$ cat src/rtl/usart_tx_arb_pkg.sv
// Shared definitions for the USART transmit arbiter.
//   usart_state_e : 2-bit FSM encoding (IDLE, START, WAIT_ING, WAIT_RDY)
//   BURST_LIMIT   : max consecutive grants to a locking owner (USART_ARB_LOCK_EN builds)
//   TX_DATA_RST   : tx_data value held while in reset
package usart_tx_arb_pkg;

  typedef enum logic [1:0] {
    StIdle    = 2'd0,
    StStart   = 2'd1,
    StWaitIng = 2'd2,
    StWaitRdy = 2'd3
  } usart_state_e;

  localparam int unsigned BURST_LIMIT = 16;
  localparam logic [7:0]  TX_DATA_RST = 8'hFF;

endpackage

$ cat src/rtl/usart_tx_arb_rr_pick.sv
// Combinational round-robin picker.
// Ports:
//   i_req    [NREQ-1:0] : request flags
//   i_start  [2:0]      : index where the search begins (must be < NREQ)
//   o_onehot [NREQ-1:0] : one-hot winner (all zero when no request)
//   o_idx    [2:0]      : winner index (0 when no request)
//   o_valid             : at least one request present
module usart_rr_pick
  import usart_tx_arb_pkg::*;
#(
  parameter int unsigned NREQ = 4
) (
  input  logic [NREQ-1:0] i_req,
  input  logic [2:0]      i_start,
  output logic [NREQ-1:0] o_onehot,
  output logic [2:0]      o_idx,
  output logic            o_valid
);

  int w_best_dist;

  // Winner is the requester with the smallest rotated distance from i_start.
  always_comb begin
    o_onehot    = '0;
    o_idx       = 3'd0;
    o_valid     = 1'b0;
    w_best_dist = int'(NREQ);
    for (int j = 0; j < int'(NREQ); j++) begin
      if (i_req[j] && (((j + int'(NREQ) - int'(i_start)) % int'(NREQ)) < w_best_dist)) begin
        w_best_dist = (j + int'(NREQ) - int'(i_start)) % int'(NREQ);
        o_onehot    = '0;
        o_onehot[j] = 1'b1;
        o_idx       = 3'(j);
        o_valid     = 1'b1;
      end
    end
  end

endmodule

$ cat src/rtl/usart_tx_arb.sv
// Arbiter feeding a single USART transmitter from NREQ byte requesters.
// A winner's byte is latched and acked (ack visible the cycle after selection),
// tx_start pulses the following cycle, then the FSM tracks tx_ing / tx_rdy.
// A saturating timeout covers a transmitter that never finishes.
// Optional feature: define USART_ARB_LOCK_EN to let a requester holding req_lock
// keep the grant for up to BURST_LIMIT consecutive bytes.
// Ports:
//   i_clk, i_rst_n          : clock, async active-low reset
//   i_req, i_req_data       : pending flags and packed bytes (byte i at [8i+7:8i])
//   i_req_lock              : burst-hold flags (lock builds only)
//   o_ack                   : one-hot one-cycle capture acknowledge
//   o_tx_data, o_tx_start   : byte and start pulse to the transmitter
//   i_tx_ing, i_tx_rdy      : transmitter in-progress flag and done pulse
//   o_owner                 : current / last granted index
//   o_busy, o_tmo_err       : not-idle flag, sticky timeout flag
module usart_tx_arb
  import usart_tx_arb_pkg::*;
#(
  parameter int unsigned NREQ  = 4,
  parameter int unsigned TMO_W = 16
) (
  input  logic              i_clk,
  input  logic              i_rst_n,
  input  logic [NREQ-1:0]   i_req,
  input  logic [8*NREQ-1:0] i_req_data,
  input  logic [NREQ-1:0]   i_req_lock,
  output logic [NREQ-1:0]   o_ack,
  output logic [7:0]        o_tx_data,
  output logic              o_tx_start,
  input  logic              i_tx_ing,
  input  logic              i_tx_rdy,
  output logic [2:0]        o_owner,
  output logic              o_busy,
  output logic              o_tmo_err
);

  usart_state_e      r_state, w_state_nxt;
  logic [7:0]        r_tx_data, w_tx_data_nxt;
  logic [2:0]        r_owner, w_owner_nxt;
  logic [NREQ-1:0]   r_ack, w_ack_nxt;
  logic              r_tx_start, w_tx_start_nxt;
  logic              r_tmo_err, w_tmo_err_nxt;
  logic [TMO_W-1:0]  r_cnt, w_cnt_nxt;

  logic [2:0]        w_start_idx;
  logic [NREQ-1:0]   w_rr_onehot;
  logic [2:0]        w_rr_idx;
  logic              w_rr_valid;

  logic [NREQ-1:0]   w_win_onehot;
  logic [2:0]        w_win_idx;
  logic              w_win_valid;
  logic [7:0]        w_win_data;

  // Search begins one past the last owner; reset owner is NREQ-1 so it begins at 0.
  always_comb begin
    w_start_idx = (r_owner >= 3'(NREQ - 1)) ? 3'd0 : r_owner + 3'd1;
  end

  usart_rr_pick #(
    .NREQ(NREQ)
  ) u_rr_pick (
    .i_req   (i_req),
    .i_start (w_start_idx),
    .o_onehot(w_rr_onehot),
    .o_idx   (w_rr_idx),
    .o_valid (w_rr_valid)
  );

`ifdef USART_ARB_LOCK_EN
  logic [4:0]      r_burst, w_burst_nxt;
  logic            w_owner_req, w_owner_lock, w_lock_win;
  logic [NREQ-1:0] w_owner_onehot;

  always_comb begin
    w_owner_req    = 1'b0;
    w_owner_lock   = 1'b0;
    w_owner_onehot = '0;
    for (int i = 0; i < int'(NREQ); i++) begin
      if (r_owner == 3'(i)) begin
        w_owner_req       = i_req[i];
        w_owner_lock      = i_req_lock[i];
        w_owner_onehot[i] = 1'b1;
      end
    end
    w_lock_win   = w_owner_req && w_owner_lock && (r_burst < 5'(BURST_LIMIT));
    w_win_valid  = w_lock_win || w_rr_valid;
    w_win_idx    = w_lock_win ? r_owner : w_rr_idx;
    w_win_onehot = w_lock_win ? w_owner_onehot : w_rr_onehot;
  end

  // Burst counts grants to the current owner; an owner change restarts it at 1.
  always_comb begin
    w_burst_nxt = r_burst;
    if (r_state == StIdle && w_win_valid) begin
      if (w_win_idx != r_owner) begin
        w_burst_nxt = 5'd1;
      end else if (r_burst != 5'(BURST_LIMIT)) begin
        w_burst_nxt = r_burst + 5'd1;
      end
    end
  end

  always_ff @(posedge i_clk or negedge i_rst_n) begin
    if (!i_rst_n) begin
      r_burst <= 5'd0;
    end else begin
      r_burst <= w_burst_nxt;
    end
  end
`else
  logic w_unused_lock;

  always_comb begin
    w_unused_lock = ^i_req_lock;
    w_win_valid   = w_rr_valid;
    w_win_idx     = w_rr_idx;
    w_win_onehot  = w_rr_onehot;
  end
`endif

  always_comb begin
    w_win_data = 8'h00;
    for (int i = 0; i < int'(NREQ); i++) begin
      if (w_win_onehot[i]) begin
        w_win_data = i_req_data[8*i +: 8];
      end
    end
  end

  always_comb begin
    w_state_nxt    = r_state;
    w_tx_data_nxt  = r_tx_data;
    w_owner_nxt    = r_owner;
    w_ack_nxt      = '0;
    w_tx_start_nxt = 1'b0;
    w_tmo_err_nxt  = r_tmo_err;
    w_cnt_nxt      = r_cnt;

    unique case (r_state)
      StIdle: begin
        // Stray tx_rdy / tx_ing are ignored here.
        if (w_win_valid) begin
          w_tx_data_nxt = w_win_data;
          w_ack_nxt     = w_win_onehot;
          w_owner_nxt   = w_win_idx;
          w_state_nxt   = StStart;
        end
      end
      StStart: begin
        w_tx_start_nxt = 1'b1;
        w_cnt_nxt      = '0;
        w_state_nxt    = StWaitIng;
      end
      StWaitIng, StWaitRdy: begin
        if (r_cnt != '1) begin
          w_cnt_nxt = r_cnt + TMO_W'(1);
        end
        // Timeout wins over progress; tx_rdy in WAIT_ING is ignored.
        if (r_cnt == '1) begin
          w_tmo_err_nxt = 1'b1;
          w_state_nxt   = StIdle;
        end else if (r_state == StWaitIng) begin
          if (i_tx_ing) begin
            w_state_nxt = StWaitRdy;
          end
        end else if (i_tx_rdy) begin
          w_state_nxt = StIdle;
        end
      end
      default: w_state_nxt = StIdle;
    endcase
  end

  always_ff @(posedge i_clk or negedge i_rst_n) begin
    if (!i_rst_n) begin
      r_state    <= StIdle;
      r_tx_data  <= TX_DATA_RST;
      r_owner    <= 3'(NREQ - 1);
      r_ack      <= '0;
      r_tx_start <= 1'b0;
      r_tmo_err  <= 1'b0;
      r_cnt      <= '0;
    end else begin
      r_state    <= w_state_nxt;
      r_tx_data  <= w_tx_data_nxt;
      r_owner    <= w_owner_nxt;
      r_ack      <= w_ack_nxt;
      r_tx_start <= w_tx_start_nxt;
      r_tmo_err  <= w_tmo_err_nxt;
      r_cnt      <= w_cnt_nxt;
    end
  end

  always_comb begin
    o_ack      = r_ack;
    o_tx_data  = r_tx_data;
    o_tx_start = r_tx_start;
    o_owner    = r_owner;
    o_busy     = (r_state != StIdle);
    o_tmo_err  = r_tmo_err;
  end

endmodule

$ cat config.mk
export PLATFORM = sky130hd
export DESIGN_NAME = usart_tx_arb
export DESIGN_NICKNAME = d
export VERILOG_FILES = /design/src/rtl/usart_tx_arb_pkg.sv /design/src/rtl/usart_tx_arb_rr_pick.sv /design/src/rtl/usart_tx_arb.sv
export SDC_FILE = /design/constraint.sdc
export NUM_CORES = 1
export LEC_CHECK = 0
export CORE_ASPECT_RATIO = 1.1
export CORE_UTILIZATION = 47
export DETAILED_ROUTE_END_ITERATION = 8
export PLACE_DENSITY = 0.91
export SYNTH_ARGS = -nofsm -noshare
export SYNTH_HDL_FRONTEND = slang
export SYNTH_SLANG_ARGS = --single-unit
$ cat constraint.sdc
create_clock -name i_clk -period 5.7 [get_ports i_clk]
set_input_delay 1.425 -clock i_clk [delete_from_list [all_inputs] [get_ports i_clk]]
set_output_delay 1.425 -clock i_clk [all_outputs]
set_load 0.05 [all_outputs]
==> results of run 1 <==
## worst max-delay path: cells and delay by family
| kind | cells | cell delay (ns) |
|---|---|---|
| compound gates | 8 | 1.46 |
| fa+ha+maj | 2 | 0.55 |
| buf+inv | 1 | 0.57 |
| simple gates | 5 | 1.46 |
## layout make-up
type / instances / area (um2) / share of cell area (%)
Multi-Input combinational cell: 157 / 1030 / 38.1
Sequential cell: 34 / 863 / 32.1
Timing Repair Buffer: 59 / 583 / 21.7
Clock buffer: 8 / 110 / 4.09
Tap cell: 52 / 65.1 / 2.42
Inverter: 12 / 45.0 / 1.67
## logic make-up (layout without fill, tap and decap cells)
family                   Yosys count  count (layout)  share of synthesized area (%)
AO/OA/AOI/OAI                     71              71                           24.9
XOR/XNOR                           7               7                           3.09
adder cells (fa/ha/maj)            6               6                           3.79
buffers and inverters             22              79                           4.67
flip-flops                        34              34                           43.6
multiplexers                       3               3                           1.52
other                              1               1                          0.189
AND/OR/NAND/NOR                   69              69                           18.2
## layer usage
metal	track usage [%]	vias up
li1	-	903
met1	26.1	907
met2	43.6	79
met3	5.88	15
met4	12.1	0
met5	0	-
## power groups by stage
stage                     Clock (uW)  Combinational [uW]  Sequential [uW]
after floorplan                    0                 472              539
final                            211                 868              389
after CTS                        214                 868              388
after global placement             0                 827              388
after global routing             226                 945              396
after detailed placement           0                 857              392
## flip-flops by register name, summed over array words and instances (netlist names)
signal and cells:
o_ack 4, o_owner 2, o_tmo_err 1, o_tx_data 8, o_tx_start 1, r_cnt 16
r_state 2
## stage by stage
stage / setup slack (ns) / util, %
global route: 0.208 / 67.4
CTS: 0.472 / 67.4
finish: 0.433 / 67.4
global placement: 0.365 / 64.7
floorplan: 1.11 / -
detailed placement: 0.254 / 64.7
## placed cells by master, fill, tap and decap left out, types with 3 or more instances in the layout
master           instances
clkbuf_8                 8
a221oi_1                 6
o31ai_1                  5
nand3_1                  3
or3_1                    3
nand2_1                 27
mux2i_1                  3
a21oi_1                  6
dfrtp_1                 24
nor2_1                  10
a2bb2oi_1                7
ha_1                     6
o211ai_1                 6
xor2_1                   5
clkdlybuf4s50_1         56
and3_1                   3
buf_4                    3
o21ai_0                 24
dfstp_2                 10
inv_1                   12
## path summary, 6_finish.rpt
kind	slack [ns]	startpoint	endpoint
hold reg to reg	0.48	o_tmo_err$_DFFE_PN0P_	o_tmo_err$_DFFE_PN0P_
setup / recovery	0.43	i_req[1]	o_tx_data[7]$_DFFE_PN1P_
max in group asynchronous	3.81	i_rst_n	o_tx_data[4]$_DFFE_PN1P_
setup reg to reg	1.14	o_owner[0]$_DFFE_PN1P_	o_tx_data[7]$_DFFE_PN1P_
hold / removal	0.48	o_tmo_err$_DFFE_PN0P_	o_tmo_err$_DFFE_PN0P_
min in group asynchronous	1.55	i_rst_n	r_cnt[2]$_DFFE_PN0P_
==> out/results.tsv, run 1 <==
stage	metric	value	unit
detailed_routing	drtIter0Drc	138	
timing	skew	0.00320	ns
timing	max_slew_margin	42.9	%
detailed_routing	wl	5.00	mm
hold_path	hold_path_class	reg2reg	
synth	synth_commonest_cells	27 x nand2_1, 24 x dfrtp_1, 24 x o21ai_0, 12 x inv_1	
setup_path	worst-setup-path-type	in2reg	
pwr	leakage	0.00108	uW
synth	ys_seq_area_share	43.6	%
synth	async_flop_share	100	%
clock_tree	insertion_delay	0.29	ns
timing	period_share	92.4	%
run	cap_violations	0	
pwr	p_per_area	545	nW/um2
placement	dp_cells	314	
finish	drive_gt1_share	11.9	%
setup_path	max_stage_delay	0.57	ns
detailed_routing	vias	1904	
pwr	switchingPower	680	uW
detailed_routing	routed_via_density	5.91	
outcome	status	finished, final reports clean	
global_route	grt_max_degree	35	
clock_tree	clockBufferDepth	2	
global_route	grt_pass1_wl	8.29	mm
finish	fin_nets	319	
finish	finalNonFillerCells	322	
timing	tightest_slew	0.851	ns
pwr	swShare	46.3	%
timing	hold_viol	0	
timing	rsz0062_at_grt	no	
finish	num_antenna_cells	0	
synth	yosys.cell_types.count	52	
timing	fin_crit	5.27	ns
global_route	grt_use_total	24.3	%
clock_tree	path_clk_slew	0.07	ns
die	die_area	4480	um2
synth	yosysTopAreaCellShare	30.3	%
global_route	gr-total-overflow	0	
setup_path	critPathSlowestCell	clkdlybuf4s50_1	
synth	yosysTopAreaCell	dfrtp_1	
die	fp-row-count	24	
pwr	fin_total_pwr	1470	uW
synth	synth_area_leaders	dfrtp_1 30%, dfstp_2 13%, o21ai_0 6.1%	
clock_tree	htreeDepth	2	
synth	ys_ff_latch	34	
die	die_width	63.9	um
setup_path	reg2reg_depth	16	
finish	fill_cells	304	
synth	syn_inst	213	
detailed_routing	top_layer	met4	
synth	ys.warnings.count	0	
placement	place_congestion	0.888	
die	die_h	70.1	um
die	core_area	3990	um2
placement	dp_hpwl	3.78	mm
setup_path	crit_fanout	15	
pwr	combPwrFrac	59.2	%
die	io_pins	62	
clock_tree	postCtsSetupRepairBufs	0	
synth	synthesis.area	1980	um2
hold_path	worstHoldPathCells	2	
detailed_routing	met1Wirelength	1.86	mm
pwr	power.internal	788	uW
pwr	power.share.clock	14.4	%
timing	holdWs	0.484	ns
pwr	seqPwrFrac	26.5	%
global_route	grt_pass1_vias	1843	
synth	yosysMostFrequentCell	nand2_1	
detailed_routing	drcViolationCount	0	
detailed_routing	dr_wl_met3	296	um
detailed_routing	dr.pass1.iters	4	
clock_tree	cts_hold_buf	0	
clock_tree	clock_sinks	34	
detailed_routing	wl_per_cell	15.5	um
placement	post_dp_cell_area	2580	um2
detailed_routing	postRouteAntennaNets	0	
timing	fmax	0.190	GHz
finish	syn_to_final_growth	35.9	%
setup_path	crit_path_cell_trace	clkdlybuf4s50_1 -> or3b_2 -> o21ai_0 -> a2bb2oi_1 -> ha_1 -> o22a_1 -> o31ai_1 -> nand2_1 -> nand2_1 -> o21ai_0 -> ha_1 -> o32ai_1 -> nand2_1 -> and3_1 -> o211ai_1 -> o21ai_0	
die	initial_core_util	49.6	%
clock_tree	cts_tree	done	
timing	setup-tns-final	0	ns
detailed_routing	wl_met2	2.74	mm
timing	setup_violations	0	
global_route	antenna_found_initial	0	
synth	synth_fp_nets	263	
synth	syn_avg_cell_area	9.30	um2
synth	synth-main-ff-cell	dfrtp_1	
clock_tree	cts-root-buf	clkbuf_8	
placement	io_buffers	56	
setup_path	end_kind	flop	
clock_tree	cts_buffers	5	
setup_path	worstPathRequired	5.91	ns
finish	design_area	2690	um2
setup_path	start_kind	input port	
pwr	vdd_drop_max	0.400	mV
timing	slew_viol_final	0	
setup_path	arrival	5.48	ns
synth	synth_edf_count	0	
clock_tree	cts_resized	0	
Note: power is estimated with default switching activity, not from simulation.
==> inputs of run 2 (changes only) <==
SKIP_CTS_REPAIR_TIMING = 1   (was default)
==> results of run 2 <==
Final layout, timing and power as in run 1 (identical DEF).
